File: config.mk
export PLATFORM = sky130hd
export DESIGN_NAME = stopwatch_core
export DESIGN_NICKNAME = d
export VERILOG_FILES = /design/src/rtl/stopwatch_core.sv
export SDC_FILE = /design/constraint.sdc
export NUM_CORES = 1
export LEC_CHECK = 0
export ABC_AREA = 0
export CORE_MARGIN = 5
export CORE_UTILIZATION = 24
export DETAILED_ROUTE_END_ITERATION = 12
export HOLD_SLACK_MARGIN = 0.12
export PLACE_DENSITY_LB_ADDON = 0.25
export SLEW_MARGIN = 30
export SYNTH_ARGS = -nofsm -noshare
export SYNTH_HDL_FRONTEND = slang
export SYNTH_SLANG_ARGS = --single-unit
File: constraint.sdc
create_clock -name clock -period 1.8 [get_ports clock]
set_input_delay 0.27 -clock clock [delete_from_list [all_inputs] [get_ports clock]]
set_output_delay 0.27 -clock clock [all_outputs]
set_load 0.02 [all_outputs]
File: src/rtl/stopwatch_core.sv
// ============================================================================
// Module  : stopwatch_core
// Brief   : BCD stopwatch (00.00 to 59.99) advanced by a synchronized slow
//           tick, with run/pause/clear control and an optional lap hold.
//           Optional feature macro: STOPWATCH_LAP_HOLD_EN (lap display hold).
// Revision: 1.0 - initial release
// ============================================================================
`default_nettype none

module stopwatch_core #(
  parameter int SYNC_STAGES = 2  // tick_in synchronizer depth, legal 2..4
) (
  input  logic       clock,
  input  logic       rst,         // asynchronous, active-low
  input  logic       tick_in,
  input  logic       start_stop,
  input  logic       clear,
  input  logic       lap,
  output logic [3:0] cs_ones,
  output logic [3:0] cs_tens,
  output logic [3:0] s_ones,
  output logic [3:0] s_tens,
  output logic       running,
  output logic       wrap,
  output logic       lap_active
);

  typedef enum logic [1:0] {
    IDLE  = 2'd0,
    RUN   = 2'd1,
    PAUSE = 2'd2
  } state_t;

  state_t                 state_q, state_d;
  logic [SYNC_STAGES-1:0] sync_q;
  logic                   tick_prev_q;
  logic                   ss_prev_q, clr_prev_q;
  logic [3:0]             cs1_q, cs10_q, s1_q, s10_q;
  logic [3:0]             cs1_d, cs10_d, s1_d, s10_d;
  logic                   wrap_q, wrap_d;

  logic tick_edge, ss_edge, clr_edge, inc;

  assign tick_edge = sync_q[SYNC_STAGES-1] & ~tick_prev_q;
  assign ss_edge   = start_stop & ~ss_prev_q;
  assign clr_edge  = clear & ~clr_prev_q;
  // The increment is judged on the current state, so a tick coincident with
  // leaving RUN still counts and one coincident with entering RUN does not.
  assign inc       = (state_q == RUN) && tick_edge && !clr_edge;

  // Input synchronizer, tick edge register and button previous-value registers
  always_ff @(posedge clock or negedge rst) begin
    if (!rst) begin
      sync_q      <= '0;
      tick_prev_q <= 1'b0;
      ss_prev_q   <= 1'b0;
      clr_prev_q  <= 1'b0;
    end else begin
      sync_q      <= {sync_q[SYNC_STAGES-2:0], tick_in};
      tick_prev_q <= sync_q[SYNC_STAGES-1];
      ss_prev_q   <= start_stop;
      clr_prev_q  <= clear;
    end
  end

  // FSM state register
  always_ff @(posedge clock or negedge rst) begin
    if (!rst) state_q <= IDLE;
    else      state_q <= state_d;
  end

  // FSM next state: clear has priority over start_stop
  always_comb begin
    state_d = state_q;
    if (clr_edge) begin
      state_d = IDLE;
    end else if (ss_edge) begin
      case (state_q)
        IDLE:    state_d = RUN;
        RUN:     state_d = PAUSE;
        PAUSE:   state_d = RUN;
        default: state_d = IDLE;
      endcase
    end
  end

  // BCD cascade next value and rollover pulse
  always_comb begin
    cs1_d  = cs1_q;
    cs10_d = cs10_q;
    s1_d   = s1_q;
    s10_d  = s10_q;
    wrap_d = 1'b0;
    if (clr_edge) begin
      cs1_d  = 4'd0;
      cs10_d = 4'd0;
      s1_d   = 4'd0;
      s10_d  = 4'd0;
    end else if (inc) begin
      wrap_d = (cs1_q == 4'd9) && (cs10_q == 4'd9) && (s1_q == 4'd9) && (s10_q == 4'd5);
      if (cs1_q != 4'd9) begin
        cs1_d = cs1_q + 4'd1;
      end else begin
        cs1_d = 4'd0;
        if (cs10_q != 4'd9) begin
          cs10_d = cs10_q + 4'd1;
        end else begin
          cs10_d = 4'd0;
          if (s1_q != 4'd9) begin
            s1_d = s1_q + 4'd1;
          end else begin
            s1_d  = 4'd0;
            s10_d = (s10_q == 4'd5) ? 4'd0 : s10_q + 4'd1;
          end
        end
      end
    end
  end

  // Live count and wrap registers
  always_ff @(posedge clock or negedge rst) begin
    if (!rst) begin
      cs1_q  <= 4'd0;
      cs10_q <= 4'd0;
      s1_q   <= 4'd0;
      s10_q  <= 4'd0;
      wrap_q <= 1'b0;
    end else begin
      cs1_q  <= cs1_d;
      cs10_q <= cs10_d;
      s1_q   <= s1_d;
      s10_q  <= s10_d;
      wrap_q <= wrap_d;
    end
  end

  assign running = (state_q == RUN);
  assign wrap    = wrap_q;

`ifdef STOPWATCH_LAP_HOLD_EN
  logic        lap_prev_q;
  logic        lap_act_q, lap_act_d;
  logic [15:0] hold_q, hold_d;
  logic        lap_edge;

  assign lap_edge = lap & ~lap_prev_q;

  // Lap hold control: any exit from RUN releases; a lap edge in RUN toggles
  always_comb begin
    lap_act_d = lap_act_q;
    hold_d    = hold_q;
    if (state_d != RUN) begin
      lap_act_d = 1'b0;
    end else if (lap_edge && (state_q == RUN)) begin
      lap_act_d = ~lap_act_q;
      if (!lap_act_q) hold_d = {s10_q, s1_q, cs10_q, cs1_q};
    end
  end

  // Lap hold registers
  always_ff @(posedge clock or negedge rst) begin
    if (!rst) begin
      lap_prev_q <= 1'b0;
      lap_act_q  <= 1'b0;
      hold_q     <= 16'd0;
    end else begin
      lap_prev_q <= lap;
      lap_act_q  <= lap_act_d;
      hold_q     <= hold_d;
    end
  end

  assign lap_active = lap_act_q;
  assign {s_tens, s_ones, cs_tens, cs_ones} =
      lap_act_q ? hold_q : {s10_q, s1_q, cs10_q, cs1_q};
`else
  logic unused_lap;
  assign unused_lap = lap;
  assign lap_active = 1'b0;
  assign cs_ones    = cs1_q;
  assign cs_tens    = cs10_q;
  assign s_ones     = s1_q;
  assign s_tens     = s10_q;
`endif

endmodule

`default_nettype wire
After elaboration in Yosys (flattened, before gate mapping) --
Index checks and enable logic that the tools add are counted.
Storage, ports and cells: output and inout port bits 19, logic and storage cells 68, flip-flop bits (word level) 24, bits of input ports 6
Cells by class: multiplexer cells 23, reductions and logical operators 13, add/sub/neg operators 4, bitwise logic cells 6, equality and inequality tests 12
Operators with widths (count):
- $mux 4 | 18
- $add 4x1->4 const B | 4
- $eq 4x4->1 const B | 3
- $ne 4x4->1 const B | 3
- $ne 2x2->1 const B | 3
- $logic_and 1x1->1 | 5
- $eq 4x3->1 const B | 1
- $mux 2 | 2
- $pmux 2 s2 | 1
- $reduce_and 4->1 | 1
- $reduce_bool 2->1 | 2
- $and 1x1->1 | 3
- $not 1->1 | 3
- $reduce_and 3->1 | 1
- $eq 2x1->1 const B | 1
- $eq 2x2->1 const B | 1
- $logic_not 2->1 | 1
- $mux 1 | 2
- $reduce_and 2->1 | 1
- $reduce_or 2->1 | 1
- $logic_not 1->1 | 1

Longest topological paths before layout --
word-level depth 7, depth in mapped cells 7, gate-level depth less buffers 6

Worst setup path before layout --
Ideal clock, no wire load.
kind register to register, start reg cs1_q[0] (netlist: cs_ones[0]), end reg s10_q[2] (netlist: s_tens[2]), path slack 93 ps, clock period less this slack 1707 ps, arrival 1585 ps, data required time 1678 ps, library setup time 122 ps, stages on the path, launching flop included 7, cells stage by stage dfrtp_1 ha_1 and3b_4 and4_1 buf_6 o21ai_2 a32o_1
Between the ends: cells in the longest elaborated chain, start to end 3
Ends and longest elaborated chain:
- start: declaration | line 38 | logic [3:0] cs1_q, cs10_q, s1_q, s10_q;
- start signal: assignment | line 129 | cs1_q <= cs1_d;
- $ne 4x4->1 | line 101 | if (cs1_q != 4'd9) begin
- $ne 2x2->1 (no line)
- $reduce_and 4->1 (no line)
- end signal: assignment | line 126 | s10_q <= 4'd0;
- end signal: assignment | line 132 | s10_q <= s10_d;
- end: declaration | line 38
No other way between the ends. A chain may end at the register's enable or synchronous reset.

Final worst setup path --
start reg cs1_q[1] (netlist: cs_ones[1]), end reg s10_q[2] (netlist: s_tens[2])
Same word-level chain as after synthesis.

==> results.sh <==
export IMPL_critPathSlowestCell="dfrtp_1"
export IMPL_hold_viol=0
export IMPL_cts_buffer_depth=2
export IMPL_h_tree_depth=1
export IMPL_drtAntennaViolNets=0
export IMPL_dr_pass1_iters=4
export IMPL_cp_required_ns=1.96
export IMPL_clock_sinks=24
export IMPL_ys_seq_area_share_pct=46.8
export IMPL_finalWeightedCongestion=0.791
export IMPL_post_synth_inst_count=124
export IMPL_status="complete, no violations"
export IMPL_final_fill_count=555
export IMPL_die_x_um=83.1
export IMPL_synth_seq_cells=24
export IMPL_reg2reg_to="s_tens[2]$_DFFE_PN0P_"
export IMPL_pwr_density_cell_nw_per_um2=703
export IMPL_std_cell_rows=26
export IMPL_tritoncts="built"
export IMPL_path_buf_inv=1
export IMPL_coreArea_um2=5140
export IMPL_ir_drop_uv=391
export IMPL_routed_via_density=4.46
export IMPL_grt_max_degree=25
export IMPL_rr_startpoint="cs_ones[1]$_DFFE_PN0P_"
export IMPL_synth_top_area_share_pct=46.8
export IMPL_hp_class="in -> async"
export IMPL_path_class="reg -> reg"
export IMPL_num_antenna_cells=0
export IMPL_synth_cell_types=38
export IMPL_startpoint_type="flop"
export IMPL_avgSynthCellArea_um2=10.3
export IMPL_grt_first_pass_wirelength_mm=4.89
export IMPL_slowest_delay_ns=0.39
export IMPL_fin_tns_setup_ns=0
export IMPL_ios=25
export IMPL_worstPathArrival_ns=1.87
export IMPL_worstPathCellList="inv_1 > ha_1 > and3b_4 > and4_2 > o21ai_2 > a32o_1"
export IMPL_dieArea_um2=6910
export IMPL_drc=0
export IMPL_finalWirelength_mm=2.81
export IMPL_synth_area_um2=1280
export IMPL_grt_setup_unrepaired="false"
export IMPL_portBuffers=22
export IMPL_whs_ns=0.352
export IMPL_grt_total_usage_pct=8.39
export IMPL_cts_hold_buf=0
export IMPL_cts_root_buffer_cell="clkbuf_8"
export IMPL_grt_pass1_vias=1027
export IMPL_finClkSkew_ns=0.00741
export IMPL_path_clk_slew_ns=0.09
export IMPL_gr_total_overflow=0
export IMPL_drv_slew=0
export IMPL_layout_drive_gt1_share_pct=13.1
export IMPL_p_leak_nw=0.815
export IMPL_drt_iter0_markers=82
export IMPL_synth_nets=138
export IMPL_report_final_setup_viol=0
export IMPL_path_max_fanout=6
export IMPL_nets=168
export IMPL_max_freq_ghz=0.585
export IMPL_die_h_um=83.1
export IMPL_yosys_area_top_type="dfrtp_1"
export IMPL_min_period_ns=1.71
export IMPL_cp_end_kind="flop"
export IMPL_postPlaceCellArea_um2=1630
export IMPL_reg2regPathDepth=6
export IMPL_antenna_found_initial=0
export IMPL_critical_path_top_delay_family="simple AND/OR/NAND/NOR gates"
export IMPL_ys_top_cells_by_area="dfrtp_1 (47%), ha_1 (7.8%), nor2_1 (5.9%), mux2i_1 (5.5%), a21oi_1 (3.5%)"
export IMPL_yosysWarnings=0
export IMPL_design_area_um2=1710
export IMPL_insertion_delay_ns=0.27
export IMPL_fin_crit_sh_pct=95.0
export IMPL_numCtsBuffers=3
export IMPL_place_hpwl_mm=2.04
export IMPL_start_util_pct=25.0
export IMPL_worst_r2r_setup_slack_ns=0.09
export IMPL_dp_cells=219
export IMPL_finalNonFillerCells=223
export IMPL_avgRoutedWirePerCell_um=12.6
export IMPL_area_growth_pct=33.1
export IMPL_vias=995
export IMPL_max_cap_violations=0
where the power goes:
| group | internal, W | switching (W) |
|---|---|---|
| Sequential | 0.000559 | 0.0000148 |
| Combinational | 0.0000684 | 0.0000819 |
| Clock | 0.000297 | 0.000178 |
| Total | 0.000925 | 0.000274 |
worst register-to-register path: stages, from the launching register on:
cell and delay (ns):
dfrtp_1 0.39, inv_1 0.06, ha_1 0.24, and3b_4 0.26, and4_2 0.33, o21ai_2 0.08, a32o_1 0.25
kinds of logic (layout without fill, tap and decap cells):
family                     count (synthesis)  count (layout)  share of synthesized area, %
xor gates and xnor gates                   1               1                         0.683
and+or+nand+nor                           54              54                          25.5
buffers and inverters                      9              38                          3.61
DFF                                       24              24                          46.8
adders and majority gates                  8               8                          7.81
other                                      1               1                         0.292
muxes                                      7               7                          5.46
AOI/OAI and AO/OA                         20              20                          9.85
registers in the layout, summed over array words and instances, names as in the netlist:
signal,count
state_q,2
tick_prev_q,1
clr_prev_q,1
wrap,1
sync_q,2
s_ones,4
ss_prev_q,1
cs_tens,4
cs_ones,4
s_tens,4
metrics by stage:
stage,setup slack (ns),total power (W),utilization [%]
after global placement,0.107,0.000735,31.7
after global routing,0.0401,0.00126,33.2
after floorplan,0.0932,0.000662,-
after CTS,0.0119,0.00123,33.1
after detailed placement,0.0573,0.000740,31.7
final,0.0906,0.00120,33.2
routing by layer:
metal | global-route usage, % | part of all wire, % | wire length, um | vias up
li1 | - | - | - | 491
met3 | 1.98 | 4.4 | 124 | 0
met1 | 10.9 | 47 | 1330 | 487
met4 | 1.34 | 0 | 0 | 0
met2 | 14.4 | 48 | 1350 | 17
met5 | 0 | 0 | 0 | -
Yosys cell counts, drive strengths merged:
cell type / count
a31o: 1
xnor2: 1
a41o: 1
and3b: 4
and2: 1
o311ai: 1
or3: 1
and4: 1
nand4bb: 1
nor4: 1
nor2: 21
inv: 4
conb: 1
nand3b: 2
nor2b: 3
nand4: 1
nor3: 5
buf: 3
mux2i: 7
nand2b: 1
and3: 2
o21ai: 6
a32o: 2
nor3b: 2
ha: 8
and4bb: 1
clkbuf: 2
dfrtp: 24
a21oi: 9
nand2: 7
layout by cell type (no fill, tap or decap), types with 2 or more instances in the layout:
cell type,n
a21oi_1,9
a32o_1,2
and3_1,2
and3b_1,3
buf_4,7
clkbuf_8,3
clkdlybuf4s50_1,21
dfrtp_1,24
ha_1,8
inv_1,4
mux2i_1,7
nand2_1,7
nor2_1,20
nor2b_1,3
nor3_1,4
nor3b_1,2
o21ai_0,3
o21ai_1,2
worst max path at each step:
stage                                 from               endpoint  slack (ns)  cells after the start
floorplan           cs_ones[0]$_DFFE_PN0P_  s_tens[2]$_DFFE_PN0P_        0.09                      6
global placement    cs_ones[1]$_DFFE_PN0P_  s_tens[2]$_DFFE_PN0P_        0.11                      6
detailed placement  cs_ones[1]$_DFFE_PN0P_  s_tens[2]$_DFFE_PN0P_        0.06                      6
CTS                 state_q[0]$_DFFE_PN0P_                running        0.01                      2
global route        cs_ones[1]$_DFFE_PN0P_  s_tens[2]$_DFFE_PN0P_        0.04                      6
finish              cs_ones[1]$_DFFE_PN0P_  s_tens[2]$_DFFE_PN0P_        0.09                      6
timing repair:
| item | 4_1_cts | 5_1_grt |
|---|---|---|
| gates resized for setup | 0 | 2 |
| setup buffers | 0 | 0 |
| endpoints found under the setup margin | 0 | 5 |
final cells by class:
| cell class | count | area, um^2 | share of cell area (%) |
|---|---|---|---|
| repair buffers | 30 | 295 | 17.3 |
| well taps | 70 | 87.6 | 5.13 |
| inverters | 4 | 15.0 | 0.880 |
| multi-input cells | 91 | 637 | 37.3 |
| clock inverters | 1 | 30.0 | 1.76 |
| clock buffers | 3 | 41.3 | 2.42 |
| flip-flops and latches | 24 | 601 | 35.2 |
No activity file was read; power rests on OpenSTA's default activity.
